$ cat config.mk
export PLATFORM = sky130hd
export DESIGN_NAME = hazard_scoreboard_flat
export DESIGN_NICKNAME = d
export VERILOG_FILES = /design/src/rtl/hazard_pkg.sv /design/src/rtl/hazard_scoreboard_if.sv /design/src/rtl/hazard_fwd_sel.sv /design/src/rtl/hazard_scoreboard.sv /design/src/flat_wrapper.sv
export SDC_FILE = /design/constraint.sdc
export NUM_CORES = 1
export LEC_CHECK = 0
export CORE_MARGIN = 2
export CORE_UTILIZATION = 45
export DETAILED_ROUTE_END_ITERATION = 8
export DONT_BUFFER_PORTS = 1
export GPL_TIMING_DRIVEN = 0
export PLACE_DENSITY = 0.72
export SLEW_MARGIN = 20
export SYNTH_ARGS = -nofsm -noshare
export SYNTH_HDL_FRONTEND = slang
export SYNTH_SLANG_ARGS = --single-unit
$ cat constraint.sdc
create_clock -name clk -period 2.3 [get_ports clk]
set_input_delay 0.46 -clock clk [delete_from_list [all_inputs] [get_ports clk]]
set_output_delay 0.46 -clock clk [all_outputs]
set_load 0.01 [all_outputs]
$ cat src/rtl/hazard_pkg.sv
// Shared types and helpers for the hazard scoreboard: stage-entry record,
// forwarding/tuse constants and the register-match rule.
package hazard_pkg;

  // Storage width for tnew inside a stage entry; TW-wide inputs are zero-extended.
  localparam int unsigned TNEW_W    = 8;
  // Forwarding code meaning "take the register-file / latched value".
  localparam int unsigned FW_RF     = 0;
  // Tuse value meaning the operand is not read.
  localparam int unsigned TUSE_NONE = 4;

  typedef struct packed {
    logic [4:0]        a3;
    logic              we;
    logic [TNEW_W-1:0] tnew;
    logic [4:0]        rs;
    logic [4:0]        rt;
    logic              md;
  } hz_entry_t;

  // A stage produces register r only if it writes a nonzero destination equal to r.
  function automatic logic hz_match(logic [4:0] a3, logic we, logic [4:0] r);
    return we && (a3 == r) && (a3 != 5'd0);
  endfunction

  // Advance an entry one stage: tnew counts down and sticks at zero.
  function automatic hz_entry_t hz_age(hz_entry_t e);
    hz_entry_t a;
    a = e;
    if (a.tnew != '0) a.tnew = a.tnew - 1'b1;
    return a;
  endfunction

endpackage

$ cat src/rtl/hazard_scoreboard_if.sv
// D-stage request / hazard-response bundle between the pipeline and the scoreboard.
interface hazard_scoreboard_if #(
  parameter int unsigned TW = 3,
  parameter int unsigned FW = 2
);
  logic [4:0]    rs_d;
  logic [4:0]    rt_d;
  logic [TW-1:0] tuse_rs_d;
  logic [TW-1:0] tuse_rt_d;
  logic [4:0]    a3_d;
  logic          we_d;
  logic [TW-1:0] tnew_d;
  logic          md_d;
  logic          mduse_d;
  logic          flush;
  logic          stall;
  logic [FW-1:0] fwd_rs_d;
  logic [FW-1:0] fwd_rt_d;
  logic [FW-1:0] fwd_rs_e;
  logic [FW-1:0] fwd_rt_e;
  logic          md_busy;

  // Pipeline side: presents the D instruction, consumes hazard decisions.
  modport master (
    output rs_d, rt_d, tuse_rs_d, tuse_rt_d, a3_d, we_d, tnew_d, md_d, mduse_d, flush,
    input  stall, fwd_rs_d, fwd_rt_d, fwd_rs_e, fwd_rt_e, md_busy
  );

  // Scoreboard side.
  modport slave (
    input  rs_d, rt_d, tuse_rs_d, tuse_rt_d, a3_d, we_d, tnew_d, md_d, mduse_d, flush,
    output stall, fwd_rs_d, fwd_rt_d, fwd_rs_e, fwd_rt_e, md_busy
  );
endinterface

$ cat src/rtl/hazard_fwd_sel.sv
// Picks the youngest (lowest-index) stage writing the source register; forwards
// only if that stage already has its result (tnew==0), otherwise falls back to RF.
module hazard_fwd_sel
  import hazard_pkg::*;
#(
  parameter int unsigned NENT  = 3,
  parameter int unsigned FW    = 2,
  parameter int unsigned FIRST = 0  // stage index of ent 0, so code = FIRST + i + 1
) (
  input  logic [4:0]    src_i,
  input  logic [4:0]    a3_i [NENT],
  input  logic          we_i [NENT],
  input  logic          tz_i [NENT],
  output logic [FW-1:0] sel_o
);

  // Scan oldest to youngest so the youngest match overrides; a not-ready young
  // match therefore masks any older ready one.
  always_comb begin
    sel_o = FW'(FW_RF);
    for (int i = int'(NENT) - 1; i >= 0; i--) begin
      if (hz_match(a3_i[i], we_i[i], src_i)) begin
        sel_o = tz_i[i] ? FW'(FIRST + 32'(i) + 1) : FW'(FW_RF);
      end
    end
  end

endmodule

$ cat src/rtl/hazard_scoreboard.sv
// Tnew/Tuse hazard scoreboard: tracks E/M/W destination info, raises stall and
// selects forwarding sources for the D and E operands, and times mult/div busy.
module hazard_scoreboard
  import hazard_pkg::*;
#(
  parameter int unsigned NSTAGE = 3,
  parameter int unsigned TW     = 3,
  parameter int unsigned MD_LAT = 5,
  parameter int unsigned FW     = $clog2(NSTAGE + 1)
) (
  input  logic              clk,
  input  logic              reset_n,
  hazard_scoreboard_if.slave bus
);

  localparam int unsigned CW = $clog2(MD_LAT + 1);

  hz_entry_t     ent_q [NSTAGE];
  hz_entry_t     ent_d [NSTAGE];
  logic [CW-1:0] md_cnt_q, md_cnt_d;

  logic          stall_rs, stall_rt, stall_md, stall, md_busy;

  logic [4:0]    a3_all [NSTAGE];
  logic          we_all [NSTAGE];
  logic          tz_all [NSTAGE];
  logic [4:0]    a3_old [NSTAGE-1];
  logic          we_old [NSTAGE-1];
  logic          tz_old [NSTAGE-1];

  logic [FW-1:0] fwd_rs_d, fwd_rt_d, fwd_rs_e, fwd_rt_e;

  assign md_busy = (md_cnt_q != '0);

  // Stall when any in-flight producer delivers later than the D operand needs it,
  // or when HI/LO is touched while a mult/div is issuing or running.
  always_comb begin
    stall_rs = 1'b0;
    stall_rt = 1'b0;
    for (int k = 0; k < int'(NSTAGE); k++) begin
      if (hz_match(ent_q[k].a3, ent_q[k].we, bus.rs_d) &&
          (bus.tuse_rs_d != TW'(TUSE_NONE)) &&
          (ent_q[k].tnew > TNEW_W'(bus.tuse_rs_d))) begin
        stall_rs = 1'b1;
      end
      if (hz_match(ent_q[k].a3, ent_q[k].we, bus.rt_d) &&
          (bus.tuse_rt_d != TW'(TUSE_NONE)) &&
          (ent_q[k].tnew > TNEW_W'(bus.tuse_rt_d))) begin
        stall_rt = 1'b1;
      end
    end
    stall_md = bus.mduse_d & (ent_q[0].md | md_busy);
    stall    = stall_rs | stall_rt | stall_md;
  end

  // Flatten entry fields for the selectors: all stages for D, stages 1.. for E.
  always_comb begin
    for (int k = 0; k < int'(NSTAGE); k++) begin
      a3_all[k] = ent_q[k].a3;
      we_all[k] = ent_q[k].we;
      tz_all[k] = (ent_q[k].tnew == '0);
    end
    for (int k = 0; k < int'(NSTAGE) - 1; k++) begin
      a3_old[k] = ent_q[k+1].a3;
      we_old[k] = ent_q[k+1].we;
      tz_old[k] = (ent_q[k+1].tnew == '0);
    end
  end

  // Next pipeline contents: D enters E unless stalled/flushed; older stages age.
  always_comb begin
    ent_d[0] = '0;
    if (!stall && !bus.flush) begin
      ent_d[0].a3   = bus.a3_d;
      ent_d[0].we   = bus.we_d;
      ent_d[0].tnew = TNEW_W'(bus.tnew_d);
      ent_d[0].rs   = bus.rs_d;
      ent_d[0].rt   = bus.rt_d;
      ent_d[0].md   = bus.md_d;
    end
    for (int k = 1; k < int'(NSTAGE); k++) begin
      ent_d[k] = hz_age(ent_q[k-1]);
    end
  end

  // Mult/div busy counter: issue in E reloads, otherwise count down to idle.
  always_comb begin
    md_cnt_d = md_cnt_q;
    if (ent_q[0].md) begin
      md_cnt_d = CW'(MD_LAT);
    end else if (md_cnt_q != '0) begin
      md_cnt_d = md_cnt_q - 1'b1;
    end
  end

  // State registers; reset wipes every in-flight instruction and the counter.
  always_ff @(posedge clk or negedge reset_n) begin
    if (!reset_n) begin
      for (int k = 0; k < int'(NSTAGE); k++) begin
        ent_q[k] <= '0;
      end
      md_cnt_q <= '0;
    end else begin
      for (int k = 0; k < int'(NSTAGE); k++) begin
        ent_q[k] <= ent_d[k];
      end
      md_cnt_q <= md_cnt_d;
    end
  end

  hazard_fwd_sel #(.NENT(NSTAGE), .FW(FW), .FIRST(0)) u_fwd_rs_d (
    .src_i (bus.rs_d),
    .a3_i  (a3_all),
    .we_i  (we_all),
    .tz_i  (tz_all),
    .sel_o (fwd_rs_d)
  );

  hazard_fwd_sel #(.NENT(NSTAGE), .FW(FW), .FIRST(0)) u_fwd_rt_d (
    .src_i (bus.rt_d),
    .a3_i  (a3_all),
    .we_i  (we_all),
    .tz_i  (tz_all),
    .sel_o (fwd_rt_d)
  );

  hazard_fwd_sel #(.NENT(NSTAGE - 1), .FW(FW), .FIRST(1)) u_fwd_rs_e (
    .src_i (ent_q[0].rs),
    .a3_i  (a3_old),
    .we_i  (we_old),
    .tz_i  (tz_old),
    .sel_o (fwd_rs_e)
  );

  hazard_fwd_sel #(.NENT(NSTAGE - 1), .FW(FW), .FIRST(1)) u_fwd_rt_e (
    .src_i (ent_q[0].rt),
    .a3_i  (a3_old),
    .we_i  (we_old),
    .tz_i  (tz_old),
    .sel_o (fwd_rt_e)
  );

  assign bus.stall    = stall;
  assign bus.md_busy  = md_busy;
  assign bus.fwd_rs_d = fwd_rs_d;
  assign bus.fwd_rt_d = fwd_rt_d;
  assign bus.fwd_rs_e = fwd_rs_e;
  assign bus.fwd_rt_e = fwd_rt_e;

endmodule

$ cat src/flat_wrapper.sv
// flat-port wrapper written by rule: the top's interface ports become plain ports
module hazard_scoreboard_flat import hazard_pkg::*;
#(
  parameter int unsigned NSTAGE = 3,
  parameter int unsigned TW     = 3,
  parameter int unsigned MD_LAT = 5,
  parameter int unsigned FW     = $clog2(NSTAGE + 1)
)
  (clk, reset_n, bus_rs_d, bus_rt_d, bus_tuse_rs_d, bus_tuse_rt_d, bus_a3_d, bus_we_d, bus_tnew_d, bus_md_d, bus_mduse_d, bus_flush, bus_stall, bus_fwd_rs_d, bus_fwd_rt_d, bus_fwd_rs_e, bus_fwd_rt_e, bus_md_busy);
  hazard_scoreboard_if #(.TW(TW), .FW(FW)) bus_i ();
  input  logic clk;
  input  logic reset_n;
  input wire logic [$bits(bus_i.rs_d)-1:0] bus_rs_d;
  input wire logic [$bits(bus_i.rt_d)-1:0] bus_rt_d;
  input wire logic [$bits(bus_i.tuse_rs_d)-1:0] bus_tuse_rs_d;
  input wire logic [$bits(bus_i.tuse_rt_d)-1:0] bus_tuse_rt_d;
  input wire logic [$bits(bus_i.a3_d)-1:0] bus_a3_d;
  input wire logic [$bits(bus_i.we_d)-1:0] bus_we_d;
  input wire logic [$bits(bus_i.tnew_d)-1:0] bus_tnew_d;
  input wire logic [$bits(bus_i.md_d)-1:0] bus_md_d;
  input wire logic [$bits(bus_i.mduse_d)-1:0] bus_mduse_d;
  input wire logic [$bits(bus_i.flush)-1:0] bus_flush;
  output wire logic [$bits(bus_i.stall)-1:0] bus_stall;
  output wire logic [$bits(bus_i.fwd_rs_d)-1:0] bus_fwd_rs_d;
  output wire logic [$bits(bus_i.fwd_rt_d)-1:0] bus_fwd_rt_d;
  output wire logic [$bits(bus_i.fwd_rs_e)-1:0] bus_fwd_rs_e;
  output wire logic [$bits(bus_i.fwd_rt_e)-1:0] bus_fwd_rt_e;
  output wire logic [$bits(bus_i.md_busy)-1:0] bus_md_busy;
  assign bus_i.rs_d = bus_rs_d;
  assign bus_i.rt_d = bus_rt_d;
  assign bus_i.tuse_rs_d = bus_tuse_rs_d;
  assign bus_i.tuse_rt_d = bus_tuse_rt_d;
  assign bus_i.a3_d = bus_a3_d;
  assign bus_i.we_d = bus_we_d;
  assign bus_i.tnew_d = bus_tnew_d;
  assign bus_i.md_d = bus_md_d;
  assign bus_i.mduse_d = bus_mduse_d;
  assign bus_i.flush = bus_flush;
  assign bus_stall = bus_i.stall;
  assign bus_fwd_rs_d = bus_i.fwd_rs_d;
  assign bus_fwd_rt_d = bus_i.fwd_rt_d;
  assign bus_fwd_rs_e = bus_i.fwd_rs_e;
  assign bus_fwd_rt_e = bus_i.fwd_rt_e;
  assign bus_md_busy = bus_i.md_busy;
  hazard_scoreboard #(.NSTAGE(NSTAGE), .TW(TW), .MD_LAT(MD_LAT), .FW(FW)) u_core (.clk(clk), .reset_n(reset_n), .bus(bus_i));
endmodule
==> flow_summary_export.csv <==
group,metric,value,unit
grt,grt_max_degree,49,
power_and_ir_drop,p_total,2.70,mW
drt,vias,2532,
min_path,hold_class,"input pin to flip-flop",
sta,hold_viol_final,0,
yosys,synth_nets,367,
grt,grt_pass1_wl,12.2,mm
power_and_ir_drop,cellPowerDensity,723,nW/um^2
sta,rsz0062_at_grt,"yes",
yosys,ys_types,38,
critical_path,cpMostUsedCell,"or4_4",
sta,setup_tns,-3.63,ns
outcome,status,"complete, but fails checks",
layout,fin_util,55.9,%
yosys,synthArstFlopShare,100,%
yosys,seq_area_frac_synth,39.1,%
drt,drtAntennaViolNets,0,
floorplan,start_util,46.0,%
critical_path,setup.worst_path.class,"flip-flop to primary output",
drt,wl_per_cell,18.4,um
drt,viasPerCell,6.01,
placement,io_buffers,0,
min_path,min_from,"bus_rs_d[3]",
floorplan,num_rows,30,
power_and_ir_drop,power.internal,1.76,mW
layout,syn2layout_area_growth,21.5,%
drt,routed_wirelength,7.75,mm
sta,fin_skew,0.00586,ns
layout,final_common_cell,"dfrtp_1",
power_and_ir_drop,ir_worst_vdd,0.000366,V
yosys,yosys_register_bits,48,
yosys,syn_avg_cell_area,9.82,sq um
grt,antenna_found_initial,0,
yosys,synth_top_cell_area_share,39.1,%
layout,final_cell_mix,"45 x dfrtp_1, 32 x xnor2_1, 24 x ha_1",
power_and_ir_drop,seq_power_share,41.2,%
drt,drt_pass1_iterations,4,
clocking,h-tree-depth,2,
drt,drc,0,
clocking,clkLatencyLatePin,0.30,ns
sta,worst_slew_pin_slew,0.697,ns
sta,slew_violations,0,
critical_path,max_stage_delay,0.54,ns
critical_path,reg2reg_depth,6,
critical_path,crit_chain,"buf_6, or4_4, o21ai_4, or4_4, nor3_1, or4_4",
floorplan,die_area,7510,sq um
yosys,yosysTopAreaCell,"dfrtp_1",
layout,n_antenna_cell,0,
grt,grt_util_all_layers,21.0,%
grt,overflow,0,
critical_path,slowest_stage,"or4_4",
clocking,cts_tree,"yes",
critical_path,cp_data_arrival_time,2.39,ns
clocking,clockBufferDepth,2,
power_and_ir_drop,comb_power_share,35.1,%
sta,setup_violations,28,
critical_path,start_kind,"flip-flop",
placement,place_congestion,0.848,
critical_path,r2r_slack,-0.05,ns
clocking,clkTransAtPathRegs,0.09,ns
yosys,synth_cells,313,
critical_path,r2r-start,"u_core.a3_all[13]",
sta,slew_headroom,53.2,%
yosys,synth_area_leaders,"dfrtp_1 39%, ha_1 9.8%, xnor2_1 9.7%",
drt,drt_first_iter_violations,161,
sta,finalCritPeriodShare,124,%
min_path,holdPathEnd,"u_core.ent_d[34]",
outcome,violations,"negative setup slack",
critical_path,cp_max_fo,5,
sta,fmax,0.351,GHz
power_and_ir_drop,netSwitchingPower,934,uW
critical_path,r2r_end,"u_core.ent_d[28]",
yosys,syn_area,3070,sq um
layout,drive_above_1_share,21.7,%
yosys,synth_warnings,0,
grt,grt_pass1_vias,2430,
clocking,cts_buffers,5,
power_and_ir_drop,p_leak,1.60,nW
sta,setup_ws,-0.548,ns
floorplan,die_h,86.6,um
critical_path,required,1.84,ns
floorplan,die_x,86.6,um
power_and_ir_drop,p_clk_share,23.6,%
sta,period_minus_slack,2.85,ns
clocking,cts_root_buf,"clkbuf_8",
floorplan,core_area,6680,sq um
yosys,synth_flop_cell,"dfrtp_1",
layout,layout.nets,394,
clocking,clkSinkCount,48,
min_path,holdPathStages,2,
floorplan,num_io_pins,40,
yosys,synth_edf_count,0,
job,drv_cap,0,
critical_path,end_kind,"primary output",
power_and_ir_drop,p_sw_share,34.6,%
placement,post-dp-hpwl,5.61,mm
## routing by layer
layer	share of wire, %	vias to the layer above	wire length (um)	global-route usage [%]
li1	-	1202	-	-
met1	43	1232	3340	27.7
met3	6.5	14	504	4.57
met4	2.2	0	167	6.53
met2	48	84	3740	34.7
met5	0	-	0	0
## Yosys cell counts (2+ instances only)
cell      count
nand2b_1      6
o21ai_2       2
nor2b_1       2
nor2_1       11
a31oi_1       2
or4_1         5
a21oi_1       7
o21a_1        5
inv_1        17
nand2_1       6
o21ai_0      10
ha_1         24
a32o_1        2
dfrtp_1      48
xor2_1       20
a21o_1        2
clkbuf_1     16
o311ai_0     20
nor3_1        7
mux2i_1       2
nand4_1       2
a211oi_1      4
nand3_1      12
xnor2_1      34
nor4_1       28
buf_2         7
## per-stage QoR
| stage | hold slack (ns) | std cells | setup WS [ns] | area, sq um |
|---|---|---|---|---|
| after floorplan | 0.164 | 313 | -0.166 | 3100 |
| after global placement | 0.165 | 393 | -0.439 | 3200 |
| after detailed placement | 0.165 | 393 | -0.473 | 3200 |
| after CTS | 0.296 | 409 | -0.550 | 3590 |
| after global routing | 0.307 | 421 | -0.634 | 3730 |
| final | 0.307 | 421 | -0.548 | 3730 |
## power by group through the flow
stage,logic [mW],clock network [mW],registers [mW]
3_5_place_dp,0.818,0,1.11
4_1_cts,0.905,0.645,1.11
2_1_floorplan,0.654,0,1.08
6_report,0.948,0.638,1.11
3_3_place_gp,0.778,0,1.10
5_1_grt,1.06,0.681,1.13
## registers in the layout, summed over array words and instances, names as in the netlist
| signal | count |
|---|---|
| u_core.ent_d | 13 |
| u_core.a3_all | 15 |
| u_core.md_cnt_q | 3 |
| u_core.ent_q | 17 |
## cell type report
type / count / area, sq um
Fill cell: 572 / 2950
Clock inverter: 2 / 38.8
Sequential cell: 48 / 1200
Timing Repair Buffer: 26 / 233
Tap cell: 80 / 100
Multi-Input combinational cell: 223 / 1900
Inverter: 17 / 63.8
Clock buffer: 6 / 82.6
Buffer: 19 / 115
## worst max-delay path: cells and delay by family, from the launching register on
kind            cells  cell delay (ns)
buf+inv             1             0.15
flops               1             0.40
simple gates        4             1.33
compound gates      1             0.21
## worst max path at each step
stage,startpoint,end,slack (ns),cells past startpoint
after floorplan,u_core.a3_all[2],bus_stall,-0.17,6
after global placement,u_core.a3_all[3],bus_fwd_rs_e[1],-0.44,6
after detailed placement,u_core.a3_all[4],bus_fwd_rs_e[1],-0.47,6
after CTS,u_core.a3_all[1],bus_stall,-0.55,6
after global routing,u_core.a3_all[12],bus_stall,-0.63,5
final,u_core.a3_all[6],bus_stall,-0.55,6
## logic make-up after synthesis
family / after synthesis / share of synthesized area, %
AOI/OAI and AO/OA: 58 / 13.8
buffers and inverters: 42 / 5.66
xor gates and xnor gates: 54 / 15.4
DFF: 48 / 39.1
muxes: 2 / 0.651
adders and majority gates: 24 / 9.77
and+or+nand+nor: 85 / 15.6
## what timing repair did
action	4_1_cts	5_1_grt
gates cloned	0	0
setup endpoints to repair	29	29
buffers inserted	10	15
pin swaps	10	9
hold endpoints to repair	48	0
resized for setup	38	15
hold buffers	2	0
No activity file was read; power rests on OpenSTA's default activity.
